--- src/rtl/minimig_pkg.sv ---
// Shared types and default timing for the Minimig freeze/monitor path.
package minimig_pkg;

    typedef enum logic [1:0] {
        IDLE     = 2'd0,
        PULSE    = 2'd1,
        WAIT_ACK = 2'd2,
        HOLDOFF  = 2'd3
    } freeze_state_t;

    localparam int unsigned DEBOUNCE_LEN_DEF = 4096;
    localparam int unsigned PULSE_LEN_DEF    = 8;
    localparam int unsigned ACK_TIMEOUT_DEF  = 65535;
    localparam int unsigned HOLDOFF_LEN_DEF  = 32768;

    function automatic int unsigned max3(input int unsigned a,
                                         input int unsigned b,
                                         input int unsigned c);
        int unsigned m;
        m = (a > b) ? a : b;
        return (m > c) ? m : c;
    endfunction

endpackage

--- src/rtl/freeze_ctrl_debounce.sv ---
// Panel button conditioner: 2-flop synchroniser, stability counter and a
// one-tick press strobe on the debounced falling edge (button is active-low).
module debounce #(
    parameter int unsigned LEN = 16
) (
    input  logic clk,
    input  logic rst,
    input  logic en,
    input  logic btn_n,
    output logic press
);

    localparam int unsigned DW = (LEN > 1) ? $clog2(LEN) : 1;
    localparam logic [DW-1:0] CNT_LAST = DW'(LEN - 1);
    localparam logic [DW-1:0] CNT_ONE  = DW'(1);

    logic [1:0]    sync_q;
    logic [DW-1:0] cnt_q;
    logic          level_q;
    logic          prev_q;
    logic          sync;

    assign sync = sync_q[1];

    // Synchroniser runs on every clk so the async button is resolved promptly.
    always_ff @(posedge clk) begin
        if (rst) sync_q <= '1;
        else     sync_q <= {sync_q[0], btn_n};
    end

    // Accept a new level only after it has been stable for LEN enabled ticks.
    always_ff @(posedge clk) begin
        if (rst) begin
            cnt_q   <= '0;
            level_q <= 1'b1;
            prev_q  <= 1'b1;
        end else if (en) begin
            prev_q <= level_q;
            if (sync != level_q) begin
                if (cnt_q == CNT_LAST) begin
                    level_q <= sync;
                    cnt_q   <= '0;
                end else begin
                    cnt_q <= cnt_q + CNT_ONE;
                end
            end else begin
                cnt_q <= '0;
            end
        end
    end

    // prev_q lags level_q by one enabled tick, so this is high for exactly one tick.
    assign press = prev_q & ~level_q;

endmodule

--- src/rtl/freeze_ctrl.sv ---
// Freeze request generator: merges button/OSD/keyboard sources and paces the
// freeze pulse against the cart's int7 handshake with a post-entry hold-off.
module freeze_ctrl
    import minimig_pkg::*;
#(
    parameter int unsigned DEBOUNCE_LEN = DEBOUNCE_LEN_DEF,
    parameter int unsigned PULSE_LEN    = PULSE_LEN_DEF,
    parameter int unsigned ACK_TIMEOUT  = ACK_TIMEOUT_DEF,
    parameter int unsigned HOLDOFF_LEN  = HOLDOFF_LEN_DEF
) (
    input  logic clk,
    input  logic cpu_rst,
    input  logic clk7_en,
    input  logic btn_freeze_n,
    input  logic osd_freeze,
    input  logic kbd_freeze,
    input  logic aron,
    input  logic int7,
    output logic freeze,
    output logic busy,
    output logic ack_timeout
);

    localparam int unsigned CNT_MAX = max3(PULSE_LEN, ACK_TIMEOUT + 1, HOLDOFF_LEN);
    localparam int unsigned CW      = (CNT_MAX > 1) ? $clog2(CNT_MAX) : 1;
    localparam logic [CW-1:0] PULSE_LAST = CW'(PULSE_LEN - 1);
    localparam logic [CW-1:0] HOLD_LAST  = CW'(HOLDOFF_LEN - 1);
    localparam logic [CW-1:0] ACK_LAST   = CW'(ACK_TIMEOUT);
    localparam logic [CW-1:0] CNT_ONE    = CW'(1);

    freeze_state_t state_q, state_d;
    logic [CW-1:0] cnt_q, cnt_d;
    logic          seen_q, seen_d;
    logic          freeze_q, freeze_d;
    logic          ack_q, ack_d;
    logic          kbd_prev_q;
    logic          btn_req;
    logic          kbd_req;
    logic          req;

    debounce #(
        .LEN (DEBOUNCE_LEN)
    ) u_btn (
        .clk   (clk),
        .rst   (cpu_rst),
        .en    (clk7_en),
        .btn_n (btn_freeze_n),
        .press (btn_req)
    );

    // Keyboard level history for rising-edge detection on enabled ticks.
    always_ff @(posedge clk) begin
        if (cpu_rst)      kbd_prev_q <= 1'b0;
        else if (clk7_en) kbd_prev_q <= kbd_freeze;
    end

    assign kbd_req = kbd_freeze & ~kbd_prev_q;
    assign req     = aron & (btn_req | kbd_req | osd_freeze);

    // State, shared counter and registered outputs.
    always_ff @(posedge clk) begin
        if (cpu_rst) begin
            state_q  <= IDLE;
            cnt_q    <= '0;
            seen_q   <= 1'b0;
            freeze_q <= 1'b0;
            ack_q    <= 1'b0;
        end else if (clk7_en) begin
            state_q  <= state_d;
            cnt_q    <= cnt_d;
            seen_q   <= seen_d;
            freeze_q <= freeze_d;
            ack_q    <= ack_d;
        end
    end

    // Next-state logic; requests outside IDLE are simply not looked at.
    always_comb begin
        state_d  = state_q;
        cnt_d    = cnt_q;
        seen_d   = seen_q;
        freeze_d = freeze_q;
        ack_d    = ack_q;
        case (state_q)
            IDLE: begin
                if (req) begin
                    state_d  = PULSE;
                    cnt_d    = PULSE_LAST;
                    freeze_d = 1'b1;
                end
            end
            PULSE: begin
                if (cnt_q == '0) begin
                    state_d  = WAIT_ACK;
                    cnt_d    = '0;
                    freeze_d = 1'b0;
                    seen_d   = 1'b0;
                end else begin
                    cnt_d = cnt_q - CNT_ONE;
                end
            end
            WAIT_ACK: begin
                seen_d = seen_q | int7;
                if (seen_q && !int7) begin
                    state_d = HOLDOFF;
                    cnt_d   = HOLD_LAST;
                end else if (cnt_q == ACK_LAST) begin
                    state_d = HOLDOFF;
                    cnt_d   = HOLD_LAST;
                    ack_d   = 1'b1;
                end else begin
                    cnt_d = cnt_q + CNT_ONE;
                end
            end
            HOLDOFF: begin
                if (cnt_q == '0) begin
                    state_d = IDLE;
                end else begin
                    cnt_d = cnt_q - CNT_ONE;
                end
            end
            default: state_d = IDLE;
        endcase
    end

    assign freeze      = freeze_q;
    assign ack_timeout = ack_q;
    assign busy        = (state_q != IDLE);

endmodule
--- config.mk ---
export PLATFORM = sky130hd
export DESIGN_NAME = freeze_ctrl
export DESIGN_NICKNAME = d
export VERILOG_FILES = /design/src/rtl/minimig_pkg.sv /design/src/rtl/freeze_ctrl_debounce.sv /design/src/rtl/freeze_ctrl.sv
export SDC_FILE = /design/constraint.sdc
export NUM_CORES = 1
export LEC_CHECK = 0
export CELL_PAD_IN_SITES_DETAIL_PLACEMENT = 0
export CELL_PAD_IN_SITES_GLOBAL_PLACEMENT = 1
export CORE_UTILIZATION = 35
export CTS_CLUSTER_DIAMETER = 80
export CTS_CLUSTER_SIZE = 24
export DETAILED_ROUTE_END_ITERATION = 12
export GPL_ROUTABILITY_DRIVEN = 0
export PLACE_DENSITY_LB_ADDON = 0.1
export REMOVE_ABC_BUFFERS = 1
export SYNTH_ARGS = -nofsm -noshare
export SYNTH_HDL_FRONTEND = slang
export SYNTH_SLANG_ARGS = --single-unit
--- constraint.sdc ---
create_clock -name clk -period 4.1 [get_ports clk]
set_input_delay 0.82 -clock clk [delete_from_list [all_inputs] [get_ports clk]]
set_output_delay 0.82 -clock clk [all_outputs]
set_load 0.02 [all_outputs]
# After elaboration in Yosys (flattened, before gate mapping)
# Index checks and enable logic that the tools add are counted.
# Widths: inputs -> output; s select.
dict set report word_totals {
  reg_bits 38
  input_bits 8
}
dict set report op_classes {
  add_sub_neg 3
  n_eq_ne 11
  mux 18
  bitwise 9
  reduce_logical 13
}
# operator count
set ops {}
lappend ops {{$mux 16} 5}
lappend ops {{$pmux 16 s4} 1}
lappend ops {{$mux 12} 2}
lappend ops {{$add 16x1->16 const B} 1}
lappend ops {{$eq 16x16->1 const B} 1}
lappend ops {{$logic_not 16->1} 1}
lappend ops {{$sub 16x1->16 const B} 1}
lappend ops {{$add 12x1->12 const B} 1}
lappend ops {{$eq 12x12->1 const B} 1}
lappend ops {{$mux 2} 5}
lappend ops {{$reduce_and 3->1} 3}
lappend ops {{$ne 2x2->1 const B} 4}
lappend ops {{$pmux 2 s4} 1}
lappend ops {{$reduce_and 4->1} 2}
lappend ops {{$reduce_bool 2->1} 3}
lappend ops {{$reduce_and 5->1} 1}
lappend ops {{$eq 2x2->1 const B} 2}
lappend ops {{$pmux 1 s2} 2}
lappend ops {{$and 1x1->1} 3}
lappend ops {{$ne 3x3->1 const B} 1}
lappend ops {{$not 1->1} 3}
lappend ops {{$or 1x1->1} 3}
lappend ops {{$eq 2x1->1 const B} 1}
lappend ops {{$logic_not 2->1} 1}
lappend ops {{other kinds (4)} 5}

# Logic depth before layout (Yosys ltp)
dict set report logic_depth {
  depth_word 7
  ltp_mapped 9
  mapped_depth_nobuf 8
}

# Cells and area by module
# A second synthesis with hierarchy kept.
dict set report unflattened {
  hier_cells 337
  area_unflattened_um2 2755.1
}
# mod n_inst cells_per_inst area_per_inst_um2
set by_module_without_submodules {}
lappend by_module_without_submodules {freeze_ctrl 1 245 1959.4}
lappend by_module_without_submodules {debounce 1 92 795.8}

# Worst setup path after synthesis
# No wires, ideal clock.
dict set report synth_timing {
  path_type {input to register}
  from {in kbd_freeze}
  to {reg cnt_q[15]}
  setup_ns 0.073
  arrival_ns 2.219
  required_time_ns 4.027
  path_slack_ns 1.808
  cell_stages 6
  path_buffers 0
  path_cell_list {nor2b_1 o311ai_1 and2b_4 o221a_2 mux2_2 o22ai_2}
}
dict set report synth_via {
  elab_chain_cells 6
}
# item line
set synth_rtl {}
lappend synth_rtl {{from (decl)} freeze_ctrl.sv:16} ;# input logic kbd_freeze,
lappend synth_rtl {{$and 1x1->1} freeze_ctrl.sv:57} ;# assign kbd_req = kbd_freeze & ~kbd_prev_q;
lappend synth_rtl {{$or 1x1->1 (2 in a row)} freeze_ctrl.sv:58} ;# assign req = aron & (btn_req | kbd_req | osd_freeze);
lappend synth_rtl {{$and 1x1->1} freeze_ctrl.sv:58}
lappend synth_rtl {{$ne 2x2->1 (no source line)} n/a}
lappend synth_rtl {{$reduce_and 3->1 (no source line)} n/a}
lappend synth_rtl {{to (signal assigned)} freeze_ctrl.sv:70} ;# cnt_q <= cnt_d;
lappend synth_rtl {{to (decl)} freeze_ctrl.sv:32} ;# logic [CW-1:0] cnt_q, cnt_d;
# No other way between the ends.
# A chain may end at the register's enable or synchronous reset.

# Final worst setup path
dict set report layout_timing {
  from {in kbd_freeze}
  to {reg cnt_q[7]}
}
# Same word-level chain as after synthesis.

==> metrics <==
run status finished clean; n_diodes 0; Fmax achieved 345 MHz; distinct cell type count after synthesis 57; CP max stage delay a little under 600 ps; final hold viol count 0; first-pass GRT wire length 10700 µm; Hold Path Class reg2reg; H-tree Lvls 2; Post-DRT Antenna Nets 0; Remaining DRCs 0; count of cell instances traversed by the critical path 7; First-pass DRT Iterations 4; fraction of layout cells with a size suffix above 1 8.10%; PwrDens 340 mW/mm²; Slew Viols, Final 0; Worst Max-Slew Pin Slew slightly below 800 ps; Min Clock Period, post-route just under 3000 ps; Synth area leaders dfxtp_1 31%, nor2_1 6.3%, o21ai_0 5.3%; EDFF count, synth 0; count of state elements after synthesis 38; Clock Path Buffers 2; Req. time, crit path 4300 ps; worst r2r path cells 6; Ports 11; core area 0.00679 mm²; initial drt markers 106; post-synthesis sequential area ratio 31.0%; Mapped Avg Cell Area 7.77 µm²; worst slack at placement 881 ps; Cell Area, Synth 0.00245 mm²; chip width 85.8 µm; CTS tree yes; wire length per cell 15.2 µm; crit end category flop; worst-path cell chain clkdlybuf4s50_1, nor2b_1, o311ai_1, and2b_4, nor2_1, o21ai_0, o311ai_0; clock transition at the registers of the reported paths 80 ps; # Max-Cap Violations 0; initial antenna violation count 0; Crit. Startpoint kbd_freeze; largest area contributor in the netlist dfxtp_1; worst r2r src cnt_q[0]; # clock sinks 38; final setup fails 0; critical path class in2reg; die area ~0.0074 mm²; vias in the first global route 2042; area share of the largest cell type after synthesis a little under a third; Starting Density 36.1%; Synth top cells by count 41 x nor2_1, 38 x dfxtp_1, 32 x nand2_1, 26 x o21ai_0, 20 x nand3_1; Placed Area 0.00262 mm²; clock root cell clkbuf_8; total gr overflow 0; DIE HEIGHT 85.8 µm; Most used DFF post-synth dfxtp_1; most frequent cell after synthesis nor2_1; Pwr Total 0.929 mW; worst hold start u_btn.sync_q[0]; largest net degree at the start of global routing 17; synth warn 0; crit share post-route approximately 71%; setup bufs post-CTS 0; Via density 5.34; Worst Hold Slack just over 400 ps; area grow syn2layout 11.4%; Setup TNS 0 ps; DP HPWL 4680 µm; Critical-path top delay cell nor2_1; Setup WS post-layout 1200 ps; DRT Wirelength 6340 µm; Vias roughly 2.2k; FP Rows 30; Worst Skew 8.44 ps; LEAKAGE 1.02 nW; FFs w/ async S/R, synth 0%; Final Cell Area 0.00274 mm²; Buf/Inv on CP 1; hold path depth 1; hold_buf cts 0; RSZ-0062 raised after global routing no; crit start category input port; IO buf count 10; Relative slew margins 46.7%; nets@finish 337; post-cts sizing count 0; critical path arrival ~3000 ps; Crit path max-delay family simple AND/OR/NAND/NOR gates; post-synthesis instance total ~320; number of CTS-inserted buffers 5; Max rail drop VDD roughly 0.00016 V; crit-path max FO 11; GRT Overall Usage 18.8%; Clock Latency Late Sink around 290 ps
## state kept, by name, indices dropped and copies added, names as in the netlist
name	cells
u_btn.cnt_q	12
u_btn.prev_q	1
seen_q	1
state_q	2
u_btn.level_q	1
freeze	1
cnt_q	16
kbd_prev_q	1
u_btn.sync_q	2
ack_timeout	1
## cell families (layout without fill, tap and decap cells)
family | Yosys count | count (layout) | synth area share (%)
AO/OA/AOI/OAI | 74 | 74 | 19.8
XOR/XNOR | 20 | 20 | 7.14
adder cells (fa/ha/maj) | 8 | 8 | 4.08
buffers and inverters | 27 | 32 | 4.89
flip-flops | 38 | 38 | 31.0
multiplexers | 6 | 6 | 2.55
AND/OR/NAND/NOR | 143 | 143 | 30.5
## cell usage in the layout (no fill, tap or decap), types with 3 or more instances in the layout
cell,synthesis,routed
and3_1,4,4
nand3_1,20,20
nor4_1,4,4
nor2_1,41,41
and2_1,3,3
xor2_1,9,9
ha_1,8,8
nand2b_1,4,4
clkbuf_8,0,6
inv_1,12,12
buf_4,1,3
dfxtp_1,38,38
clkdlybuf4s50_1,0,10
a21oi_1,8,8
nand4_1,7,7
nor2b_1,4,4
nor3_1,7,7
or2_2,3,3
a31oi_1,9,9
o21ai_0,26,26
xnor2_1,11,11
mux2i_1,4,4
o211ai_1,5,5
nand2_1,32,32
a22oi_1,4,4
## layout make-up
type	count	area, µm²
Fill cell	737	4060
Tap cell	96	120
Timing Repair Buffer	13	123
Clock inverter	1	30.0
Multi-Input combinational cell	251	1570
Clock buffer	6	82.6
Inverter	12	45.0
Sequential cell	38	761
## worst reg2reg max path, delay by kind of cell, from the launching register on
| family | cells | cell delay [ps] |
|---|---|---|
| AOI/OAI and AO/OA | 3 | 1070 |
| adders and majority gates | 1 | 250 |
| DFF | 1 | 470 |
| and+or+nand+nor | 2 | 690 |
## routing by layer
layer	share of wire (%)	vias up	track usage [%]
li1	-	1141	-
met1	52	1049	27.2
met2	44	30	28.6
met3	2.9	6	3.18
met4	1.2	0	5.45
met5	0	-	0
## power breakdown
part	internal (mW)	switching [mW]	leakage [nW]
clock	0.195	0.138	0.0573
combinational	0.0797	0.114	0.650
sequential	0.382	0.0212	0.308
## path summary, 6_finish.rpt
check	endpoint	slack (ps)
worst max-delay path	cnt_q[7]	1200
worst min-delay path	u_btn.sync_q[1]	410
worst max register to register	state_q[0]	1510
worst min register to register	u_btn.sync_q[1]	410
## stage by stage
step	util [%]	std cells
detailed placement	38.6	410
CTS	40.3	417
global placement	38.6	410
floorplan	-	301
finish	40.3	417
global route	40.3	417
No activity file was read; power rests on OpenSTA's default activity.
